**src/rtl/serial_to_parallel.sv**
```systemverilog
// Serial-to-parallel receiver: LSB-first shift register with a one-word output buffer on a valid/ready port.
// Optional sticky overrun output is built when S2P_OVERRUN_EN is defined.
module serial_to_parallel #(
   parameter int DATA_SIZE = 64,
   localparam int CW = $clog2(DATA_SIZE + 1)
) (
   input  logic                 clk,
   input  logic                 rst,
   input  logic                 data_in,
   input  logic                 shift_en,
   input  logic                 clear,
   output logic [DATA_SIZE-1:0] data_out,
   output logic                 out_valid,
   input  logic                 out_ready,
   output logic [CW-1:0]        bit_count
`ifdef S2P_OVERRUN_EN
   ,
   output logic                 overrun
`endif
);

   typedef enum logic {
      EMPTY = 1'b0,
      FULL  = 1'b1
   } bufState_t;

   bufState_t            r_state;
   bufState_t            w_nextState;
   logic [DATA_SIZE-1:0] r_shiftReg;
   logic [DATA_SIZE-1:0] r_dataOut;
   logic [CW-1:0]        r_count;
   logic [DATA_SIZE-1:0] w_word;
   logic                 w_shift;
   logic                 w_complete;
   logic                 w_consume;
   logic                 w_load;

   // clear wins over shift_en, so an aborted word can never complete on the clear cycle
   assign w_shift    = shift_en && !clear;
   assign w_complete = w_shift && (r_count == CW'(DATA_SIZE - 1));
   assign w_word     = {data_in, r_shiftReg[DATA_SIZE-1:1]};
   assign w_consume  = (r_state == FULL) && out_ready;

   always_comb begin
      w_nextState = r_state;
      w_load      = 1'b0;
      case (r_state)
         EMPTY: begin
            if (w_complete) begin
               w_load      = 1'b1;
               w_nextState = FULL;
            end
         end
         FULL: begin
            // A consume on the completing edge refills the buffer without a bubble
            if (w_consume && w_complete) begin
               w_load      = 1'b1;
               w_nextState = FULL;
            end else if (w_consume) begin
               w_nextState = EMPTY;
            end
         end
         default: w_nextState = EMPTY;
      endcase
   end

   always_ff @(posedge clk) begin
      if (rst) begin
         r_state    <= EMPTY;
         r_shiftReg <= '0;
         r_count    <= '0;
         r_dataOut  <= '0;
      end else begin
         r_state <= w_nextState;
         if (clear) begin
            r_shiftReg <= '0;
            r_count    <= '0;
         end else if (w_shift) begin
            r_shiftReg <= w_word;
            r_count    <= w_complete ? '0 : r_count + CW'(1);
         end
         if (w_load) begin
            r_dataOut <= w_word;
         end
      end
   end

`ifdef S2P_OVERRUN_EN
   logic r_overrun;
   logic w_drop;

   assign w_drop = w_complete && (r_state == FULL) && !out_ready;

   always_ff @(posedge clk) begin
      if (rst) begin
         r_overrun <= 1'b0;
      end else if (w_drop) begin
         r_overrun <= 1'b1;
      end
   end

   assign overrun = r_overrun;
`endif

   assign data_out  = r_dataOut;
   assign out_valid = (r_state == FULL);
   assign bit_count = r_count;

endmodule
```
**config.mk**
```make
export PLATFORM = sky130hd
export DESIGN_NAME = serial_to_parallel
export DESIGN_NICKNAME = d
export VERILOG_FILES = /design/src/rtl/serial_to_parallel.sv
export SDC_FILE = /design/constraint.sdc
export NUM_CORES = 1
export LEC_CHECK = 0
export ABC_CLOCK_PERIOD_IN_PS = 4500
export CORE_MARGIN = 5
export CORE_UTILIZATION = 35
export DETAILED_ROUTE_END_ITERATION = 8
export PLACE_DENSITY_LB_ADDON = 0.1
export SLEW_MARGIN = 25
export SYNTH_ARGS = -nofsm -noshare
export SYNTH_HDL_FRONTEND = slang
export SYNTH_SLANG_ARGS = --single-unit
```
**constraint.sdc**
```tcl
create_clock -name clk -period 4.5 [get_ports clk]
set_clock_uncertainty 0.05 [all_clocks]
set_input_delay 0.9 -clock clk [delete_from_list [all_inputs] [get_ports clk]]
set_output_delay 0.9 -clock clk [all_outputs]
set_load 0.02 [all_outputs]
```
* After elaboration in Yosys (flattened, before gate mapping)
Index checks and enable logic that the tools add are counted.
** Operators by class
- Add/subtract/negate cells :: 1
- Eq/ne operators :: 1
- Muxes and demuxes :: 7
- Bitwise gates (word level) :: 1
- Reduce and logical (&&, ||, !) cells :: 6
** Operators with widths (count)
- 7-bit by 1-bit adder with 7-bit output, second input constant :: 1
- 7-bit by 6-bit == test with 1-bit output, second input constant :: 1
- 7-bit two-way mux :: 1
- 1-bit logical AND :: 4
- 1-bit two-way mux :: 4
- 1-bit one-hot mux with 2 select lines :: 2
- 2-bit OR reduction :: 1
- 1-bit zero test :: 1
- 1-bit NOT :: 1
** Word-level totals
- Flip-flop bits (word level) :: 136
- Output and inout port bits :: 72
- Logic and storage cells :: 20

* Logic depth before layout (Yosys ltp)
Gate-level depths: netlist of run 1.
- Word-level depth :: 6
- Mapped depth :: 6
- Depth with buffers taken out :: 4

* Worst setup path before layout of run 1
No wires, ideal clock.
- Path kind :: input to register
- Start :: input shift_en
- End :: register r_dataOut[10] (netlist: data_out[10])
- Library setup time :: 0.072 ns
- Arrival time :: 1.862 ns
- Required time :: 4.378 ns
- Slack :: 2.516 ns
- Cell stages on the path :: 6
- Cells stage by stage :: buf_2 -> nand4b_4 -> nor3_2 -> buf_6 -> buf_12 -> mux2i_1
** On the way
- Cells in the longest elaborated chain, start to end :: 5
- Elaborated cells on any way between the ends :: 6
- Those cells by class :: mux: 3; reduce/logical: 3
** RTL lines
- from (decl) :: line 10 : input logic shift_en,
- 1-bit logical AND (*) :: line 39 : assign w_shift = shift_en && !clear;
- 1-bit logical AND (*) :: line 40 : assign w_complete = w_shift && (r_count == CW'(DATA_SIZE - 1));
- 1-bit logical AND :: line 56 : if (w_consume && w_complete) begin
- 1-bit two-way mux :: line 56
- 1-bit one-hot mux with 2 select lines (*) :: line 47 : case (r_state)
- to (signal assigned) :: line 83 : r_dataOut <= w_word;
- to (decl) :: line 30 : logic [DATA_SIZE-1:0] r_dataOut;
Mark *: on every way between the ends. The rest lies on a longest branch, timed or not.
A chain may end at the register's enable or synchronous reset.

* Final worst setup path of run 1
- Start :: register r_count[4] (netlist: bit_count[4])
- End :: output bit_count[4]
** RTL lines
- from (decl) :: line 31 : logic [CW-1:0] r_count;
- from (signal assigned) :: line 80 : r_count <= w_complete ? '0 : r_count + CW'(1);
- to (decl) :: line 15 : output logic [CW-1:0] bit_count
No word-level cell between the ends.

==> metrics.csv, run 1 <==
stage,metric,value,unit
pwr,power per cell area,402,nW/µm²
detailed_routing,DRC,0,
synthesis,Post-synth top cells,"dfxtp_1, nand2b_1, mux2i_1",
status,status,completed,
place,dpl cell area,6350,µm²
critical_path,CP cell instances,clkdlybuf4s50_1,
synthesis,most common cell in the netlist,dfxtp_1,
detailed_routing,Vias,3617,
sta,final worst slack,1990,ps
critical_path,Worst Setup End Kind,output pin,
detailed_routing,DRC marker count from the first detailed-route iteration,159,
flow_run,total of max-cap violations,0,
clocking,CTS sink count,135,
die,std cell rows,46,
final_layout,synthesis-to-finish area growth,27.1,%
critical_path,crit path buf inv count,1,
clocking,setup bufs post-CTS,0,
synthesis,post-synth top area share,0.489,
detailed_routing,Total Routed Length,10600,µm
final_layout,ant diodes,0,
sta,Max transition margin,0.465,
sta,final hold vios,0,
synthesis,syn nets,533,
synthesis,dominant synthesized flop cell,dfxtp_1,
grt,vias in the first global route,3736,
clocking,total CTS buffers,17,
clocking,clk buf depth,2,
final_layout,cell area after layout,7030,µm²
synthesis,Post-synth EDFFs,0,
detailed_routing,Via-to-Cell Ratio,4.42,
synthesis,Yosys cell types,28,
clocking,H-tree depth,4,
hold_path,Hold Path Class,flop to flop,
die,I/O pins,78,
detailed_routing,detailed-router iteration count before antenna repair,4,
synthesis,"Seq/Total Area, Yosys",0.489,
die,core area,15700,µm²
die,die height,136,µm
grt,initial antenna violation count,0,
die,Die ar.,18400,µm²
pwr,Leak,2.48,nW
detailed_routing,Routed met3 length,533,µm
grt,largest net degree at the start of global routing,131,
clocking,clock slew at reported path FFs,60,ps
detailed_routing,Max Used Layer,met4,
critical_path,crit path kind,flop to output pin,
final_layout,Final nets,597,
place,dpl hpwl,6270,µm
synthesis,post-synthesis average cell area,10.5,µm²
sta,minimum clock period,2510,ps
place,pre-CTS setup slack,1540,ps
critical_path,WP data arrival,1560,ps
sta,setup TNS,0,ps
clocking,CTS tree,built,
sta,RSZ-0062 raised after global routing,false,
detailed_routing,met1 WL,5300,µm
clocking,hold_buf cts,0,
die,Die Wd,136,µm
clocking,cts repair resizes,0,
detailed_routing,met2 routed WL,4610,µm
grt,GRT Total Usage,0.125,
critical_path,CP max FO,7,
place,gp weighted congestion,0.703,
clocking,clk_lat worst skew,410,ps
place,PortBufs,77,
sta,Tcrit/Tclk final,0.557,
critical_path,"Req. time, crit path",3550,ps
synthesis,Mapped Area,5530,µm²
grt,grt ovf,0,
critical_path,"Max stage delay cell, worst path",clkdlybuf4s50_1,
synthesis,Ys Warns,0,
critical_path,critical path's top delay family,buffers and inverters,
die,Initial Utilization,0.352,
detailed_routing,Wirelength per Cell,13.0,µm
synthesis,#FFs+latches synth,135,
sta,# setup viols final,0,
synthesis,ys async rst share,0,
critical_path,startpoint types,flop,
grt,first-pass GRT wire length,18300,µm
synthesis,Post-Syn Instances,526,
final_layout,# fillers,1515,
clocking,clk root buf,clkbuf_16,
sta,Max Fclk,0.399,GHz
final_layout,layout cell share with drive strength beyond 1,0.0763,
synthesis,Synth area leader,dfxtp_1,
critical_path,max incr delay on CP,670,ps
pwr,Max IR drop VDD,0.283,mV
sta,Final Max Slew Viols,0,
sta,Slew @ Worst Pin,802,ps
synthesis,Area contributors post-synth,"dfxtp_1, mux2i_1, nand2b_1",
detailed_routing,"antenna viol nets, final",0,
-- final cells by class --
type                            count  area, µm²  share of cell area
Sequential cell                   135       2700               0.385
Timing Repair Buffer               82        808               0.115
Inverter                            2       7.51             0.00107
Tap cell                          216        270              0.0385
Clock inverter                     11        194              0.0276
Clock buffer                       21        480              0.0684
Multi-Input combinational cell    352       2560               0.365
-- routing by layer --
layer,track usage,vias to the layer above
li1,-,1862
met1,0.166,1674
met2,0.184,68
met3,0.0427,13
met4,0.0554,0
met5,0,-
-- flip-flops by register name, summed over array words and instances, names as in the netlist --
| name | count |
|---|---|
| out_valid | 1 |
| data_out | 64 |
| r_shiftReg | 63 |
| bit_count | 7 |
-- final timing paths --
kind,from,endpoint,slack (ps),cells past startpoint
setup / recovery,bit_count[4],bit_count[4],1990,1
hold / removal,bit_count[6],bit_count[6],410,2
setup reg to reg,bit_count[0],data_out[51],2310,5
hold reg to reg,bit_count[6],bit_count[6],410,2
-- cells in the final DEF, fill, tap and decap left out, drive strengths merged, types with 2 or more instances in the layout --
cell type / netlist / final
bufinv: 0 / 5
clkinvlp: 0 / 4
dfxtp: 135 / 135
nand2: 5 / 5
mux2i: 128 / 128
or3: 2 / 2
nor3: 2 / 2
inv: 2 / 2
a41oi: 2 / 2
clkinv: 0 / 2
nand4b: 2 / 2
nor2: 67 / 67
nand2b: 129 / 129
nor2b: 2 / 2
buf: 18 / 7
a21oi: 4 / 4
clkdlybuf4s50: 0 / 75
clkbuf: 19 / 21
-- kinds of logic after synthesis --
group,count (synthesis),share of synthesized area
compound gates,10,0.0120
xor+xnor,1,0.00158
fa+ha+maj,1,0.00226
buf+inv,39,0.0484
flops,135,0.489
mux,128,0.232
simple gates,212,0.215
-- through the flow --
stage                     total power [W]  instances  utilization  hold WS [ps]
after floorplan                   0.00129        526            -           401
after global placement            0.00130        787        0.404           405
after detailed placement          0.00130        787        0.404           402
after CTS                         0.00288        819        0.447           413
after global routing              0.00294        819        0.447           447
final                             0.00283        819        0.447           415
-- worst min-delay path: cells and delay by family (launching register included) --
kind / cells / cell delay, ps
DFF: 1 / 330
and+or+nand+nor: 1 / 60
AOI/OAI and AO/OA: 1 / 30
-- where the power goes --
| part | switching (W) | internal (W) | leakage (nW) | total (W) |
|---|---|---|---|---|
| clock network | 0.000510 | 0.00104 | 0.318 | 0.00155 |
| registers | 0.00000104 | 0.00120 | 1.09 | 0.00120 |
| logic | 0.0000417 | 0.0000364 | 1.08 | 0.0000781 |
| total | 0.000553 | 0.00227 | 2.48 | 0.00283 |
(Power assumes the default switching activity.)
==> run 2: changes to the inputs <==
Settings changed: ABC_CLOCK_PERIOD_IN_PS 4500 to 2400.
Clock period 4.5 ns to 2.4 ns, I/O delays scaled along.
==> metrics.csv, run 2 (same netlist as run 1, synthesis figures left out) <==
stage,metric,value,unit
detailed_routing,"antenna viol nets, final",0,
detailed_routing,Vias,3644,
critical_path,Critical path origin,bit_count[4],
die,Die Wd,136,µm
sta,minimum clock period,2080,ps
sta,final hold vios,0,
status,status,completed,
critical_path,Worst Setup End Kind,output pin,
sta,setup TNS,0,ps
grt,largest net degree at the start of global routing,131,
critical_path,"Max stage delay cell, worst path",clkdlybuf4s50_1,
grt,GRT Total Usage,0.123,
final_layout,fin cells,819,
hold_path,Hold Path Class,flop to flop,
critical_path,Reg2Reg Depth,5,
clocking,clk_lat worst skew,410,ps
die,core area,15700,µm²
flow_run,total of max-cap violations,0,
sta,RSZ-0062 raised after global routing,false,
detailed_routing,Via-to-Cell Ratio,4.45,
critical_path,reg-to-reg endpoint,data_out[12],
critical_path,RR Startpoint,bit_count[0],
grt,grt ovf,0,
final_layout,# fillers,1491,
critical_path,Worst path depth,1,
sta,Tcrit/Tclk final,0.866,
sta,Max Fclk,0.481,GHz
grt,vias in the first global route,3590,
detailed_routing,DRC marker count from the first detailed-route iteration,203,
critical_path,startpoint types,flop,
final_layout,area of the multi-input gates,2560,µm²
clocking,cts repair resizes,0,
final_layout,register area,2700,µm²
clocking,total CTS buffers,17,
sta,Max transition margin,0.688,
critical_path,crit path kind,flop to output pin,
clocking,CTS sink count,135,
critical_path,critical path's top delay family,buffers and inverters,
clocking,clk root buf,clkbuf_16,
pwr,power per cell area,707,nW/µm²
final_layout,"commonest cells after routing, fill and taps aside","dfxtp_1, nand2b_1, mux2i_1",
pwr,Leak,2.47,nW
grt,initial antenna violation count,0,
final_layout,layout cell share with drive strength beyond 1,0.0680,
detailed_routing,Total Routed Length,10700,µm
final_layout,Final nets,598,
place,Placed Instances,788,
die,die height,136,µm
detailed_routing,DRC,0,
hold_path,"Endpoint, Worst Hold",data_out[56],
critical_path,"Req. time, crit path",1870,ps
clocking,hold_buf cts,0,
clocking,clk buf depth,2,
detailed_routing,detailed-router iteration count before antenna repair,4,
clocking,H-tree depth,4,
place,PortBufs,77,
hold_path,Hold Path Stages,2,
critical_path,CP max FO,7,
detailed_routing,Wirelength per Cell,13.0,µm
critical_path,WP data arrival,1550,ps
critical_path,CP cell instances,clkdlybuf4s50_1,
die,Initial Utilization,0.352,
sta,hold slack final,418,ps
place,gp weighted congestion,0.738,
final_layout,"most common cell after layout, fill and taps aside",dfxtp_1,
pwr,total chip power,0.00494,W
die,I/O pins,78,
clocking,clock slew at reported path FFs,50,ps
grt,first-pass GRT wire length,17700,µm
critical_path,Reg2Reg Setup Slack,480,ps
sta,Slew @ Worst Pin,468,ps
final_layout,synthesis-to-finish area growth,26.4,%
critical_path,max incr delay on CP,670,ps
final_layout,Largest register FFs,64,
clocking,setup bufs post-CTS,0,
hold_path,min-delay src,data_out[56],
pwr,Max IR drop VDD,0.495,mV
place,dpl hpwl,6350,µm
die,Die ar.,18400,µm²
sta,# setup viols final,0,
clocking,CTS tree,built,
critical_path,crit path buf inv count,1,
die,std cell rows,46,
sta,Final Max Slew Viols,0,
final_layout,ant diodes,0,
==> run 2: cell types whose count changed in the layout (fill, tap and decap cells not counted), sizes merged <==
cell and change:
clkinv -2, buf +1, clkinvlp -4, bufinv -4, clkbuf +9
==> run 2: how the worst max path moves through the flow <==
stage,end,slack (ps)
finish,bit_count[4],320
floorplan,data_out[10],670
CTS,bit_count[4],280
global placement,data_out[39],220
global route,bit_count[2],250
detailed placement,data_out[12],110
==> run 2: cell type report <==
type / instances / area share
clock buffer: 30 / 0.0793
sequential: 135 / 0.387
tap: 216 / 0.0387
inverter: 2 / 0.00107
timing repair buffer: 83 / 0.123
multi-input combinational: 352 / 0.367
clock inverter: 1 / 0.00430
==> run 2: power breakdown <==
part | internal (W) | leakage, nW | switching [W]
Sequential | 0.00224 | 1.09 | 0.00000191
Combinational | 0.0000711 | 1.09 | 0.0000785
Clock | 0.00164 | 0.287 | 0.000898
==> run 2: metal layers <==
layer	track usage	vias up	share of wire
li1	-	1863	-
met1	0.161	1685	0.50
met2	0.180	79	0.43
met3	0.0472	17	0.054
met4	0.0521	0	0.018
met5	0	-	0
==> run 2: metrics by stage <==
stage                     utilization  instance area [µm²]  worst slack, ps
after floorplan                     -                 5530              671
after global placement          0.407                 6400              220
after detailed placement        0.407                 6400              113
after CTS                       0.445                 6990              285
after global routing            0.445                 6990              252
final                           0.445                 6990              320
